--- src/rtl/fetch_stage_pkg.sv ---
// Uop: shared fetch-stage types and the common depth bound for in-flight plus buffered work.
package Uop;

    localparam int FETCH_DEPTH = 2;

    typedef struct packed {
        logic [31:0] pc;
        logic [31:0] enc;
        logic        fault;
    } fetch_t;

endpackage

--- src/rtl/fetch_stage_if.sv ---
// pipeline_if: valid/stall handshake between a producing stage and a consuming stage.
interface pipeline_if;

    logic valid;
    logic stall;

    modport Upstream (output valid, input stall);
    modport Downstream (input valid, output stall);

endinterface

--- src/rtl/fetch_stage_buffer.sv ---
// fetch_buffer: generic 2-entry synchronous FIFO; flush wins over push/pop, caller never overflows it.
module fetch_buffer #(
    parameter type T = logic [31:0]
) (
    input  logic       clk,
    input  logic       rst,
    input  logic       flush,
    input  logic       push,
    input  logic       pop,
    input  T           din,
    output T           head,
    output logic [1:0] count
);

    T     mem [2];
    logic rd;
    logic wr;

    assign head = mem[rd];

    // storage, pointers and occupancy; storage is left alone by flush since count gates its use
    always_ff @(posedge clk or negedge rst) begin
        if (!rst) begin
            mem   <= '{default: '0};
            rd    <= 1'b0;
            wr    <= 1'b0;
            count <= 2'd0;
        end else if (flush) begin
            rd    <= 1'b0;
            wr    <= 1'b0;
            count <= 2'd0;
        end else begin
            if (push) begin
                mem[wr] <= din;
                wr      <= ~wr;
            end
            if (pop) rd <= ~rd;
            count <= count + 2'(push) - 2'(pop);
        end
    end

endmodule

--- src/rtl/fetch_stage.sv ---
// fetch_stage: sequential-PC instruction fetch with two in-flight requests, a 2-entry uop buffer
// and execute redirects. Optional performance counters are built when FETCH_PERF_EN is defined.
module fetch_stage
    import Uop::*;
#(
    parameter logic [31:0] RESET_PC = 32'h0000_0000,
    parameter int          DEPTH    = FETCH_DEPTH
) (
    input  logic        clk,
    input  logic        rst,
    pipeline_if.Upstream d,
    output fetch_t      uopOut,
    output logic        imemReq,
    output logic [31:0] imemAddr,
    input  logic        imemReady,
    input  logic        imemRespValid,
    input  logic [31:0] imemRespData,
    input  logic        imemRespErr,
    input  logic        redirectValid,
    input  logic [31:0] redirectPc,
    output logic [31:0] perfStallCycles,
    output logic [31:0] perfEmptyCycles
);

    logic [31:0] pc;
    logic [1:0]  discard;
    logic [1:0]  outstanding;
    logic [1:0]  uop_count;
    logic [1:0]  pcq_count;
    logic [31:0] pcq_head;
    logic [2:0]  occupancy;
    logic        pop;
    logic        accept;
    logic        keep;
    logic        drop;
    fetch_t      uop_in;

    // requests still owed a response: live ones tracked by the pc queue plus those marked for discard
    assign outstanding = pcq_count + discard;
    assign pop         = d.valid && !d.stall;
    assign occupancy   = {1'b0, outstanding} + {1'b0, uop_count} - {2'b0, pop};
    assign imemReq     = rst && !redirectValid && (occupancy < 3'(DEPTH));
    assign imemAddr    = pc;
    assign accept      = imemReq && imemReady;
    assign keep        = imemRespValid && (discard == 2'd0);
    assign drop        = imemRespValid && (discard != 2'd0);
    assign uop_in      = {pcq_head, imemRespData, imemRespErr};
    assign d.valid     = uop_count != 2'd0;

    // fetch address and count of stale responses left over from a redirect
    always_ff @(posedge clk or negedge rst) begin
        if (!rst) begin
            pc      <= RESET_PC;
            discard <= 2'd0;
        end else if (redirectValid) begin
            pc      <= {redirectPc[31:2], 2'b00};
            discard <= outstanding - 2'(imemRespValid);
        end else begin
            if (accept) pc <= pc + 32'd4;
            if (drop) discard <= discard - 2'd1;
        end
    end

    fetch_buffer #(.T(logic [31:0])) pc_q (
        .clk   (clk),
        .rst   (rst),
        .flush (redirectValid),
        .push  (accept),
        .pop   (keep),
        .din   (pc),
        .head  (pcq_head),
        .count (pcq_count)
    );

    fetch_buffer #(.T(fetch_t)) uop_q (
        .clk   (clk),
        .rst   (rst),
        .flush (redirectValid),
        .push  (keep),
        .pop   (pop),
        .din   (uop_in),
        .head  (uopOut),
        .count (uop_count)
    );

`ifdef FETCH_PERF_EN
    // cycles where decode holds off a ready uop, and cycles with nothing to offer
    always_ff @(posedge clk or negedge rst) begin
        if (!rst) begin
            perfStallCycles <= 32'd0;
            perfEmptyCycles <= 32'd0;
        end else begin
            if (d.valid && d.stall) perfStallCycles <= perfStallCycles + 32'd1;
            if (!d.valid) perfEmptyCycles <= perfEmptyCycles + 32'd1;
        end
    end
`else
    assign perfStallCycles = 32'd0;
    assign perfEmptyCycles = 32'd0;
`endif

endmodule

--- src/flat_wrapper.sv ---
// flat-port wrapper written by rule: the top's interface ports become plain ports
module fetch_stage_flat import Uop::*;
#(
    parameter logic [31:0] RESET_PC = 32'h0000_0000,
    parameter int          DEPTH    = FETCH_DEPTH
)
  (clk, rst, uopOut, imemReq, imemAddr, imemReady, imemRespValid, imemRespData, imemRespErr, redirectValid, redirectPc, perfStallCycles, perfEmptyCycles, d_valid, d_stall);
  pipeline_if d_i ();
  input  logic clk;
  input  logic rst;
  output fetch_t uopOut;
  output logic imemReq;
  output logic [31:0] imemAddr;
  input  logic imemReady;
  input  logic imemRespValid;
  input  logic [31:0] imemRespData;
  input  logic imemRespErr;
  input  logic redirectValid;
  input  logic [31:0] redirectPc;
  output logic [31:0] perfStallCycles;
  output logic [31:0] perfEmptyCycles;
  output wire logic [$bits(d_i.valid)-1:0] d_valid;
  input wire logic [$bits(d_i.stall)-1:0] d_stall;
  assign d_valid = d_i.valid;
  assign d_i.stall = d_stall;
  fetch_stage #(.RESET_PC(RESET_PC), .DEPTH(DEPTH)) u_core (.clk(clk), .rst(rst), .d(d_i), .uopOut(uopOut), .imemReq(imemReq), .imemAddr(imemAddr), .imemReady(imemReady), .imemRespValid(imemRespValid), .imemRespData(imemRespData), .imemRespErr(imemRespErr), .redirectValid(redirectValid), .redirectPc(redirectPc), .perfStallCycles(perfStallCycles), .perfEmptyCycles(perfEmptyCycles));
endmodule
--- config.mk ---
export PLATFORM = sky130hd
export DESIGN_NAME = fetch_stage_flat
export DESIGN_NICKNAME = d
export VERILOG_FILES = /design/src/rtl/fetch_stage_pkg.sv /design/src/rtl/fetch_stage_if.sv /design/src/rtl/fetch_stage_buffer.sv /design/src/rtl/fetch_stage.sv /design/src/flat_wrapper.sv
export SDC_FILE = /design/constraint.sdc
export NUM_CORES = 1
export LEC_CHECK = 0
export CAP_MARGIN = 20
export CORE_MARGIN = 1
export CORE_UTILIZATION = 40
export DETAILED_ROUTE_END_ITERATION = 6
export PLACE_DENSITY = 0.66
export SETUP_SLACK_MARGIN = 0.4
export SLEW_MARGIN = 20
export SYNTH_ARGS = -nofsm -noshare
export SYNTH_HDL_FRONTEND = slang
export SYNTH_SLANG_ARGS = --single-unit
--- constraint.sdc ---
create_clock -name clk -period 3.8 [get_ports clk]
set_clock_uncertainty 0.2 [all_clocks]
set_input_delay 0.76 -clock clk [delete_from_list [all_inputs] [get_ports clk]]
set_output_delay 0.76 -clock clk [all_outputs]
set_load 0.02 [all_outputs]
* Yosys cells after proc, flatten, opt, wreduce, memory -nomap -nowiden *
Index checks and enable logic that the tools add are counted.

operators by class
  muxes and demuxes = 26
  add/subtract/negate cells = 10
  bitwise operators = 9
  order comparisons = 7
  reduce and logical (&&, ||, !) cells = 19

operators by type and width
  cell                     number
  $mux W65                 4
  $mux W32                 6
  $bwmux W130              1
  $demux W65 S1            1
  $bwmux W64               1
  $add A32 B3 Y32 const B  1
  $demux W32 S1            1
  $reduce_bool A2 Y1       6
  $ge A2 B2 Y1 const B     4
  $logic_and A1 B1 Y1      8
  $mux W1                  8
  $mux W2                  4
  $not A1 Y2               4
  $sub A2 B1 Y2            3
  $not A1 Y1               5
  $add A2 B1 Y2            2
  $lt A2 B1 Y1 const B     2
  $reduce_and A2 Y1        2
  $add A2 B2 Y3            1
  $lt A3 B2 Y1 const B     1
  $sub A3 B1 Y3            1
  $add A2 B2 Y2            1
  $logic_not A1 Y1         2
  $logic_not A2 Y1         1
  $sub A2 B1 Y2 const B    1

word-level totals
  register bits after elaboration = 236
  input port bits = 71
  output and inout port bits = 163

* Longest topological paths before layout *
Gate-level depths: netlist (run 1).

  depth after elaboration = 9
  mapped depth = 14

* By module *
A second synthesis (run 1) with hierarchy kept.

second synthesis, totals
  cell total of the unflattened synthesis = 867
  area, all modules = 11668.7 um^2

modules (own cells, without submodules)
  module                       times used  cells an instance  area each (um^2)  seq. area each (um^2)
  fetch_buffer (u_core.uop_q)  1           363                6023.3            3353.2
  fetch_buffer (u_core.pc_q)   1           187                2999.1            1701.6
  fetch_stage                  1           317                2646.3            800.8

* Worst setup path before layout (run 1) *
No wires, ideal clock.

  kind = reg-to-output
  start point = reg u_core.discard[0]
  end point = out imemReq
  data required time = 2.840 ns
  setup slack = 0.428 ns
  data arrival time = 2.412 ns
  stages on the path, launching flop included = 8
  cells stage by stage = dfrtp_1 > ha_1 > xnor2_1 > xnor2_1 > ha_1 > fa_1 > xnor2_1 > nor3_1

between the ends
  longest elaborated chain between the ends = 5

RTL lines
  item                    RTL line            text
  from (decl)             fetch_stage.sv:26   logic [1:0] discard;
  from (signal assigned)  fetch_stage.sv:57   discard <= outstanding - 2'(imemRespValid);
  from (signal assigned)  fetch_stage.sv:60   if (drop) discard <= discard - 2'd1;
  $add A2 B2 Y2           fetch_stage.sv:39   assign outstanding = pcq_count + discard;
  $add A2 B2 Y3           fetch_stage.sv:41   assign occupancy = {1'b0, outstanding} + {1'b0, uop_count} - {2'b0, pop};
  $sub A3 B1 Y3           fetch_stage.sv:41
  $lt A3 B2 Y1            fetch_stage.sv:42   assign imemReq = rst && !redirectValid && (occupancy < 3'(DEPTH));
  $logic_and A1 B1 Y1     fetch_stage.sv:42
  to (decl)               flat_wrapper.sv:12  output logic imemReq;

No other way between the ends.

* Final worst setup path (run 1) *
Ends and elaborated chain as after synthesis.

==> report_table.html, run 1 <==
<table>
<tr><th>Metric</th><th>Value</th></tr>
<tr><th colspan="2">STA</th></tr>
<tr><td>Share of the clock period used by the worst path</td><td>0.955</td></tr>
<tr><td>Final-report setup violation count</td><td>0</td></tr>
<tr><td>Minimum period implied by the final worst setup slack</td><td>3.63 ns</td></tr>
<tr><td>Setup repair after global routing missed its margin</td><td>yes</td></tr>
<tr><td>Number of slew-limit violations in the final report</td><td>0</td></tr>
<tr><td>Final hold violation count</td><td>0</td></tr>
<tr><td>Worst max-slew margin expressed relative to the limit</td><td>0.391</td></tr>
<tr><td>Highest attainable clock frequency</td><td>0.275 GHz</td></tr>
<tr><td>Setup TNS Final</td><td>0 ns</td></tr>
<tr><td>Slew of the pin with the lowest slew margin</td><td>0.914 ns</td></tr>
<tr><th colspan="2">Hold path</th></tr>
<tr><td>Hold/Removal Path Class</td><td>primary input to async pin</td></tr>
<tr><th colspan="2">Setup path</th></tr>
<tr><td>Critical Path Sink Type</td><td>output port</td></tr>
<tr><td>Crit path arrival time</td><td>2.67 ns</td></tr>
<tr><td>Worst reg2reg setup slack</td><td>0.21 ns</td></tr>
<tr><td>CP max FO</td><td>2</td></tr>
<tr><td>Type of element launching the critical path</td><td>register</td></tr>
<tr><td>Data required time at the worst endpoint</td><td>2.84 ns</td></tr>
<tr><td>Worst Setup Path Type</td><td>register to output port</td></tr>
<tr><th colspan="2">Clock tree</th></tr>
<tr><td>Clk root buf</td><td>sky130_fd_sc_hd__clkbuf_16</td></tr>
<tr><td>Clk sinks</td><td>226</td></tr>
<tr><td>Worst-path clk slew</td><td>0.06 ns</td></tr>
<tr><td>Cts-stage hold buffer count</td><td>0</td></tr>
<tr><td>CTS buffer count</td><td>25</td></tr>
<tr><td>Clock insertion delay at the later pin of the skew report</td><td>0.52 ns</td></tr>
<tr><td>CTS tree</td><td>built</td></tr>
<tr><td>Number of buffers between clock root and the deepest sink</td><td>3</td></tr>
<tr><td>Maximum level of the CTS H-tree</td><td>1</td></tr>
<tr><th colspan="2">Logic synthesis</th></tr>
<tr><td>Most area-hungry cell type in the Yosys netlist</td><td>sky130_fd_sc_hd__dfrtp_1</td></tr>
<tr><td>Most common library cells after synthesis</td><td>sky130_fd_sc_hd__dfrtp_1, sky130_fd_sc_hd__mux2_2, sky130_fd_sc_hd__nand2_1</td></tr>
<tr><td>Mux cell area share after synthesis</td><td>0.226</td></tr>
<tr><td>Number of standard cells after synthesis</td><td>913</td></tr>
<tr><td>Most instantiated flip-flop cell in the synthesis netlist</td><td>sky130_fd_sc_hd__dfrtp_1</td></tr>
<tr><td>Arithmetic-cell share of the synthesized area counting full adders, half adders and majority gates</td><td>0.0112</td></tr>
<tr><td>Number of synthesized register bits</td><td>226</td></tr>
<tr><td>Async SR Flop Fraction</td><td>1.00</td></tr>
<tr><td>Part of the Yosys area used for sequential elements</td><td>0.527</td></tr>
<tr><td>Most frequent cell after synthesis</td><td>sky130_fd_sc_hd__dfrtp_1</td></tr>
<tr><td>Number of flops mapped to enable cells by yosys</td><td>0</td></tr>
<tr><td>Post-synthesis cell type count</td><td>41</td></tr>
<tr><td>Post-synthesis area per instance</td><td>11.7 µm²</td></tr>
<tr><td>YS warnings</td><td>0</td></tr>
<tr><td>Synth Area in Compound Gates</td><td>0.0518</td></tr>
<tr><td>Synth Area in Simple Gates</td><td>0.0860</td></tr>
<tr><td>Largest cells by area after synthesis</td><td>sky130_fd_sc_hd__dfrtp_1, sky130_fd_sc_hd__mux2_2, sky130_fd_sc_hd__buf_4, sky130_fd_sc_hd__mux2i_1, sky130_fd_sc_hd__nand2_1</td></tr>
<tr><td>Fraction of synthesized cell area in xor and xnor cells</td><td>0.0261</td></tr>
<tr><td>Largest family of logic cells by synthesized area</td><td>multiplexers</td></tr>
<tr><td>Post-synth top area share</td><td>0.527</td></tr>
<tr><td>Post-Syn Area</td><td>10700 µm²</td></tr>
<tr><th colspan="2">Layout</th></tr>
<tr><td>Number of nets at the end of the flow</td><td>1163</td></tr>
<tr><td>Fraction of final layout cells with drive strength greater than 1</td><td>0.257</td></tr>
<tr><td>Share of the core filled with cells in the final layout</td><td>0.523</td></tr>
<tr><td>Area added between synthesis and finish</td><td>27.7%</td></tr>
<tr><td>Antenna cells</td><td>0</td></tr>
<tr><th colspan="2">Run</th></tr>
<tr><td>Number of max-cap violations</td><td>0</td></tr>
<tr><th colspan="2">Drt</th></tr>
<tr><td>Vias after detailed routing</td><td>7101</td></tr>
<tr><td>1st-pass router iterations</td><td>7</td></tr>
<tr><td>Ratio of routed vias to standard cells</td><td>4.94</td></tr>
<tr><td>Final antenna-violating net count</td><td>0</td></tr>
<tr><td>Mean routed wirelength per cell</td><td>16.7 µm</td></tr>
<tr><td>DRC violations left</td><td>20</td></tr>
<tr><td>1st-iter DRT viols</td><td>399</td></tr>
<tr><td>Routed Wire Length</td><td>24.0 mm</td></tr>
<tr><th colspan="2">Global routing</th></tr>
<tr><td>Gr ovfl total</td><td>0</td></tr>
<tr><td>Global Route Usage Sum</td><td>0.171</td></tr>
<tr><td>Number of global-route vias before repair</td><td>6844</td></tr>
<tr><td>Antenna violations before repair</td><td>0</td></tr>
<tr><td>Maximum number of pins on one net before global-route repair</td><td>177</td></tr>
<tr><td>First-pass GRT wire length</td><td>37.8 mm</td></tr>
<tr><th colspan="2">Place</th></tr>
<tr><td>Post-DP HPWL</td><td>15.3 mm</td></tr>
<tr><td>Port Buffers</td><td>163</td></tr>
<tr><td>Routability Congestion</td><td>0.898</td></tr>
<tr><th colspan="2">Run status</th></tr>
<tr><td>Result of the run</td><td>complete, but fails checks</td></tr>
<tr><td>Violations in the final reports</td><td>design-rule violations</td></tr>
<tr><th colspan="2">Floorplanning</th></tr>
<tr><td>Die height</td><td>166 µm</td></tr>
<tr><td>Core Region</td><td>26200 µm²</td></tr>
<tr><td>Die Span X</td><td>166 µm</td></tr>
<tr><td>Placement row count</td><td>59</td></tr>
<tr><td>Initial Util</td><td>0.409</td></tr>
<tr><td>Count of boundary I/O pins</td><td>234</td></tr>
<tr><td>DIE AREA</td><td>27500 µm²</td></tr>
<tr><th colspan="2">Power and ir drop</th></tr>
<tr><td>Peak supply drop</td><td>0.506 mV</td></tr>
<tr><td>Leakage power total</td><td>6.04 nW</td></tr>
<tr><td>Total power density per cell area</td><td>802 nW/µm²</td></tr>
</table>
-- what timing repair did --
action                     CTS  global route
setup endpoints to repair   78            43
gates cloned                 1             2
pin swaps                    5            11
setup buffers                2             5
gates resized for setup     18            47
-- cells in the final DEF, fill, tap and decap left out, types with 16 or more instances in the layout --
cell type	n
sky130_fd_sc_hd__clkdlybuf4s50_1	160
sky130_fd_sc_hd__a21oi_1	32
sky130_fd_sc_hd__nor2_1	53
sky130_fd_sc_hd__dfrtp_1	225
sky130_fd_sc_hd__mux2_4	29
sky130_fd_sc_hd__mux2_2	158
sky130_fd_sc_hd__mux2i_1	32
sky130_fd_sc_hd__nand3_1	16
sky130_fd_sc_hd__buf_4	18
sky130_fd_sc_hd__o21ai_0	50
sky130_fd_sc_hd__conb_1	68
sky130_fd_sc_hd__nand4_1	16
sky130_fd_sc_hd__nand2_1	73
sky130_fd_sc_hd__clkbuf_16	27
-- cell type report --
cell class,count,area (µm²)
inverter,14,57.6
tap,335,419
fill,2325,12500
clock inverter,7,38.8
timing repair buffer,192,1980
multi-input combinational,624,4790
clock buffer,38,744
sequential,226,5660
-- registers in the layout, indices dropped and copies added (netlist names) --
name	cells
u_core.discard	2
u_core.imemAddr	30
u_core.pc_q.count	2
u_core.pc_q.mem	60
u_core.pc_q.rd	1
u_core.pc_q.wr	1
u_core.uop_q.count	2
u_core.uop_q.mem	126
u_core.uop_q.rd	1
u_core.uop_q.wr	1
-- logic make-up (layout without fill, tap and decap cells) --
logic type                 after synthesis  after routing
DFF                                    226            226
muxes                                  219            219
and+or+nand+nor                        195            195
buffers and inverters                  130            251
AOI/OAI and AO/OA                      101            101
xor gates and xnor gates                32             32
adders and majority gates                9              9
other                                    1             68
-- layer usage --
| metal | vias to the layer above | wire [µm] | part of all wire | global-route usage |
|---|---|---|---|---|
| met5 | - | 0 | 0 | 0 |
| met4 | 0 | 444 | 0.018 | 0.0455 |
| met3 | 34 | 1370 | 0.057 | 0.0291 |
| met2 | 218 | 10700 | 0.45 | 0.263 |
| met1 | 3459 | 11500 | 0.48 | 0.249 |
| li1 | 3390 | - | - | - |
-- final timing paths --
kind                                            from                   end  cells past startpoint
worst min register to register  u_core.uop_q.mem[52]  u_core.uop_q.mem[52]                      2
worst max register to register     u_core.discard[0]   u_core.pc_q.mem[38]                     13
max in group asynchronous                        rst       u_core.uop_q.rd                      3
worst min-delay path                             rst   u_core.imemAddr[29]                      2
min in group clk                u_core.uop_q.mem[52]  u_core.uop_q.mem[52]                      2
worst max-delay path               u_core.discard[0]               imemReq                      8
-- stage by stage --
step                instances  total power [mW]  instance area, µm²  hold WS, ns  setup WS, ns
finish                   1436              11.0               13700        0.187         0.170
global route             1436              11.6               13700        0.234        0.0878
CTS                      1429              10.8               13400        0.189         0.147
detailed placement       1381              8.33               12600        0.264       -0.0126
global placement         1381              8.22               12600        0.256       -0.0393
floorplan                 980              6.57               11000        0.244         0.428
-- power breakdown --
group	switching, mW	total [mW]	internal, mW
clock	0.936	2.28	1.35
sequential	0.539	3.86	3.32
combinational	2.24	4.85	2.61
-- worst max-delay path, stage by stage, from the launching register on --
cell	delay, ns
sky130_fd_sc_hd__dfrtp_1	0.39
sky130_fd_sc_hd__ha_2	0.20
sky130_fd_sc_hd__xnor2_2	0.14
sky130_fd_sc_hd__xnor2_2	0.18
sky130_fd_sc_hd__ha_1	0.29
sky130_fd_sc_hd__fa_2	0.61
sky130_fd_sc_hd__nand2_2	0.07
sky130_fd_sc_hd__nor3_2	0.11
sky130_fd_sc_hd__buf_4	0.16
No activity file was read; power rests on OpenSTA's default activity.
==> run 2: changes to the inputs <==
--- a/config.mk
+++ b/config.mk
@@ -5,6 +5,7 @@
 export SDC_FILE = /design/constraint.sdc
 export NUM_CORES = 1
 export LEC_CHECK = 0
+export ABC_CLOCK_PERIOD_IN_PS = 3800
 export CAP_MARGIN = 20
 export CORE_MARGIN = 1
 export CORE_UTILIZATION = 40
==> results of run 2 <==
Final layout, timing and power as in run 1 (identical DEF).
